### src/rtl/rr_arb4.sv
// rr_arb4: four-channel round-robin arbiter with registered one-hot grant.
// Each grant is followed by a forced idle gap; long holds are cut by timeout.
module rr_arb4 #(
  parameter int unsigned TIMEOUT = 16
) (
  input  logic clk,
  input  logic rst,
  input  logic req0,
  input  logic req1,
  input  logic req2,
  input  logic req3,
  input  logic ack,
  output logic g0,
  output logic g1,
  output logic g2,
  output logic g3,
  output logic busy,
  output logic tout
);

  typedef enum logic [1:0] {
    IDLE  = 2'd0,
    GRANT = 2'd1,
    GAP   = 2'd2
  } state_t;

  localparam logic [7:0] CntMax = 8'(TIMEOUT - 1);

  state_t     state_q, state_d;
  logic [1:0] ptr_q, ptr_d;
  logic [1:0] gidx_q, gidx_d;
  logic [7:0] cnt_q, cnt_d;
  logic [3:0] gnt_q, gnt_d;
  logic       busy_q, busy_d;
  logic       tout_q, tout_d;

  logic [3:0] req_v;
  logic [3:0] rot;
  logic [1:0] off;
  logic [1:0] pick;
  logic       held;
  logic       hit;

  assign req_v = {req3, req2, req1, req0};

  // Rotate so bit 0 is the channel at the pointer.
  always_comb begin
    rot = req_v;
    unique case (ptr_q)
      2'd0: rot = req_v;
      2'd1: rot = {req_v[0], req_v[3:1]};
      2'd2: rot = {req_v[1:0], req_v[3:2]};
      2'd3: rot = {req_v[2:0], req_v[3]};
      default: rot = req_v;
    endcase
  end

  always_comb begin
    off = 2'd0;
    priority case (1'b1)
      rot[0]: off = 2'd0;
      rot[1]: off = 2'd1;
      rot[2]: off = 2'd2;
      rot[3]: off = 2'd3;
      default: off = 2'd0;
    endcase
  end

  assign pick = ptr_q + off;
  assign held = req_v[gidx_q];
  assign hit  = (cnt_q == CntMax);

  always_comb begin
    state_d = state_q;
    ptr_d   = ptr_q;
    gidx_d  = gidx_q;
    cnt_d   = cnt_q;
    gnt_d   = gnt_q;
    tout_d  = 1'b0;
    unique case (state_q)
      IDLE: begin
        gnt_d = 4'b0000;
        if (|req_v) begin
          state_d = GRANT;
          gidx_d  = pick;
          cnt_d   = 8'd0;
          gnt_d   = 4'b0001 << pick;
        end
      end
      GRANT: begin
        if (ack || !held || hit) begin
          state_d = GAP;
          gnt_d   = 4'b0000;
          ptr_d   = gidx_q + 2'd1;
          // ack and request drop outrank the timeout flag
          tout_d  = !ack && held && hit;
        end else if (cnt_q != 8'hFF) begin
          cnt_d = cnt_q + 8'd1;
        end
      end
      GAP: begin
        state_d = IDLE;
        gnt_d   = 4'b0000;
      end
      default: begin
        state_d = IDLE;
        gnt_d   = 4'b0000;
      end
    endcase
    busy_d = |gnt_d;
  end

  always_ff @(posedge clk) begin
    if (rst) begin
      state_q <= IDLE;
      ptr_q   <= 2'd0;
      gidx_q  <= 2'd0;
      cnt_q   <= 8'd0;
      gnt_q   <= 4'b0000;
      busy_q  <= 1'b0;
      tout_q  <= 1'b0;
    end else begin
      state_q <= state_d;
      ptr_q   <= ptr_d;
      gidx_q  <= gidx_d;
      cnt_q   <= cnt_d;
      gnt_q   <= gnt_d;
      busy_q  <= busy_d;
      tout_q  <= tout_d;
    end
  end

  assign g0   = gnt_q[0];
  assign g1   = gnt_q[1];
  assign g2   = gnt_q[2];
  assign g3   = gnt_q[3];
  assign busy = busy_q;
  assign tout = tout_q;

endmodule
### config.mk
export PLATFORM = sky130hd
export DESIGN_NAME = rr_arb4
export DESIGN_NICKNAME = d
export VERILOG_FILES = /design/src/rtl/rr_arb4.sv
export SDC_FILE = /design/constraint.sdc
export NUM_CORES = 1
export LEC_CHECK = 0
export ABC_CLOCK_PERIOD_IN_PS = 2840
export CAP_MARGIN = 20
export CORE_MARGIN = 5
export CORE_UTILIZATION = 58
export CTS_BUF_LIST = sky130_fd_sc_hd__clkbuf_8
export CTS_CLUSTER_SIZE = 24
export DETAILED_ROUTE_END_ITERATION = 10
export GPL_ROUTABILITY_DRIVEN = 0
export PLACE_DENSITY = 0.81
export SLEW_MARGIN = 25
export SYNTH_ARGS = -nofsm -noshare
export SYNTH_HDL_FRONTEND = slang
export SYNTH_SLANG_ARGS = --single-unit
### constraint.sdc
create_clock -name clk -period 2.84 [get_ports clk]
set_input_delay 0.426 -clock clk [delete_from_list [all_inputs] [get_ports clk]]
set_output_delay 0.426 -clock clk [all_outputs]
set_load 0.01 [all_outputs]
==> summary.md <==
| Metric | Value |
|---|---|
| Netlist cell types | 53 |
| Multi-input gate area | 776 um^2 |
| Setup TNS | 0 ns |
| # setup viols final | 0 |
| Total GRT Usage | 0.173 |
| Period minus WS final | 2.34 ns |
| Global-route wire length before repair | about 4400 um |
| Register area share after synthesis | 0.319 |
| Synth top area share | 0.319 |
| Cell leakage power | roughly 0.56 nW |
| Setup ws final | between 0.4 and 0.5 ns |
| Synth warnings | 0 |
| Power density over the cells | between 500 and 600 nW/um^2 |
| Residual DRC count | 0 |
| Rows | 16 |
| Die area | 3190 um^2 |
| CTS root buffer | clkbuf_8 |
| Antenna violations before repair | 0 |
| Reg-to-reg slack, setup | 0.76 ns |
| CP Depth | 8 |
| Post-synth EDFFs | 0 |
| Setup Fix Bufs, Post-CTS | 0 |
| Max_cap viols | 0 |
| Final total power | 0.829 mW |
| Setup crit start | req3 |
| Largest net degree at the start of global routing | 17 |
| Fin Hold WS | 0.497 ns |
| Required time of the critical path | between 3 and 4 ns |
| CP Class | in -> reg |
| Cell count after synthesis | 152 |
| Layout Nets | approximately 170 |
| Crit path cell chain | clkdlybuf4s50_1 -> nor2_1 -> or4_2 -> o221ai_1 -> ha_1 -> xor2_1 -> nand3_1 -> a311oi_1 |
| FF+latch area | ~400 um^2 |
| Mux cell area share after synthesis | 0.0419 |
| Clock Path Buffers | 2 |
| Routed length per instance | between 10 and 15 um |
| Post-synthesis adder-cell area fraction | 0.0200 |
| Die Span Y | roughly 56 um |
| Starting Density | 0.626 |
| Clock transition at path regs | 0.08 ns |
| Vias per inst | slightly above 6 |
| Final core area utilization | 0.723 |
| CTS sink count | 20 |
| Crit path max-delay family | simple AND/OR/NAND/NOR gates |
| DP Cell Count | about 190 |
| Cell taking the most area after synthesis | dfxtp_1 |
| Simple-gate portion of the synthesized area | 0.297 |
| Clock latency at the later pin of the worst-skew pair | 0.26 ns |
| Nature of the critical path endpoint | flip-flop |
| Post-route design area | around 1400 um^2 |
| Worst Setup EP | gidx_q[1] |
| Port bufs | 12 |
| Crit Path Max Fanout | 6 |
| Overall via count from detail_route | 1152 |
| Outcome | finished clean |
| Final HPWL DP | 1970 um |
| Async SR Flop Fraction | 0 |
| I/O pins | 13 |
| FMAX | 427 MHz |
| 1st-pass router iterations | 4 |
| N_diodes | 0 |
| Crit path DAT | 2.52 ns |
| Slew Viols, Final | 0 |
| Mapped Area | 1250 um^2 |
| Maximum VDD drop | ~0.00054 V |
| Final Hold Fails | 0 |
| R2r startpoint | ptr_q[0] |
| R2R cell count | 6 |
| Fillers | 166 |
| Bufs and invs on worst path | 1 |
| Share of cells above drive strength 1 | 0.152 |
| Dpl ws | 0.259 ns |
| Synth cell count leaders | dfxtp_1, nor2_1, nand2_1, nand3_1, o21ai_0 |
| Top FF cell, synth | dfxtp_1 |
| # H-tree levels | 1 |
| Largest family of logic cells by synthesized area | simple AND/OR/NAND/NOR gates |
| Clk_skew | approximately 0.0046 ns |
| Iter 0 DRT Violations | 49 |
| CP startpoint kind | input pin |
| GR Overflow Total | 0 |
| Post-route ant nets | 0 |
| Slew @ Worst Pin | 0.650 ns |
| Syn avg cell area | 8.25 um^2 |
| CTS tree | yes |
| CORE AREA | 2000 um^2 |
| Area contributors post-synth | dfxtp_1, nor2_1, nand2_1 |
| CP max stage delay | roughly 0.56 ns |
| Crit share post-route | 0.825 |
| Final Non-Filler Cells | 191 |
| Synthesized Nets | 161 |
| Hold Path Class | reg -> reg |
| Slew margin rel. | 0.561 |
| Post-synthesis compound-gate area fraction | 0.239 |
| CTS Hold Buffers Added | 0 |
| Post-CTS Resized | 0 |
| Vias in the first global route | approximately 1000 |
| Post-placement cell area | 1380 um^2 |
| #FFs+latches synth | 20 |
| Xor and xnor area share after synthesis | 0.0210 |
| CTS buffer count | 3 |
| Final WL | 2700 um |
| Die W | 56.5 um |
| FF-to-FF End | gidx_q[1] |
| P&R area growth vs syn | 15.4% |
| CP max stage cell | clkdlybuf4s50_1 |
| RSZ-0062 raised after global routing | false |
==> placed cells by master (no fill, tap or decap), types with 2 or more instances in the layout <==
cell type        count
a21oi_1              5
clkbuf_8             3
nand2b_1             3
and2_2               2
dfxtp_1             20
nand4_1              5
buf_4                4
mux2_2               2
nor3_1               2
xor2_1               2
o211ai_1             2
a31oi_1              2
a211o_1              2
nand3_1             11
a21o_2               2
clkdlybuf4s50_1     12
a41o_2               2
o2111ai_1            2
nand2_1             15
nor4b_1              2
mux2i_1              3
inv_1                4
and3_1               2
nor2_1              20
o21ai_0              7
ha_1                 2
==> worst min path at each step <==
stage / from / to / cells past startpoint
2_1_floorplan: cnt_q[6] / cnt_q[6] / 2
3_3_place_gp: cnt_q[6] / cnt_q[6] / 2
3_5_place_dp: gnt_q[1] / gnt_q[1] / 2
4_1_cts: gnt_q[1] / gnt_q[1] / 2
5_1_grt: cnt_q[7] / cnt_q[7] / 2
6_report: gnt_q[0] / gnt_q[0] / 2
==> registers in the layout, indices dropped and copies added, names as in the netlist <==
name	count
busy	1
gidx_q	2
gnt_q	4
state_q	2
ptr_q	2
tout	1
cnt_q	8
==> where the power goes <==
group	internal, mW	switching (mW)
registers	0.305	0.0309
clock network	0.188	0.0997
logic	0.0938	0.111
total	0.587	0.242
==> metal layers <==
metal,wire [um],track usage
met1,1260,0.213
met2,1290,0.285
met3,135,0.0390
met4,12,0.0746
met5,0,0
==> worst reg2reg max path: stages (launching register included) <==
cell and delay, ns:
dfxtp_1 0.39, or4_2 0.68, o221ai_1 0.09, ha_1 0.22
xor2_1 0.25, nand3_1 0.10, a311oi_1 0.25
==> layout make-up <==
type	count	area share
Sequential cell	20	0.277
Clock buffer	3	0.0285
Timing Repair Buffer	16	0.104
Multi-Input combinational cell	120	0.536
Tap cell	27	0.0234
Clock inverter	1	0.0208
Inverter	4	0.0104
==> kinds of logic (layout without fill, tap and decap cells) <==
logic type	after synthesis	in the layout
AND/OR/NAND/NOR	72	72
flip-flops	20	20
adder cells (fa/ha/maj)	2	2
AO/OA/AOI/OAI	38	38
XOR/XNOR	3	3
multiplexers	5	5
buffers and inverters	12	24
No activity file was read; power rests on OpenSTA's default activity.
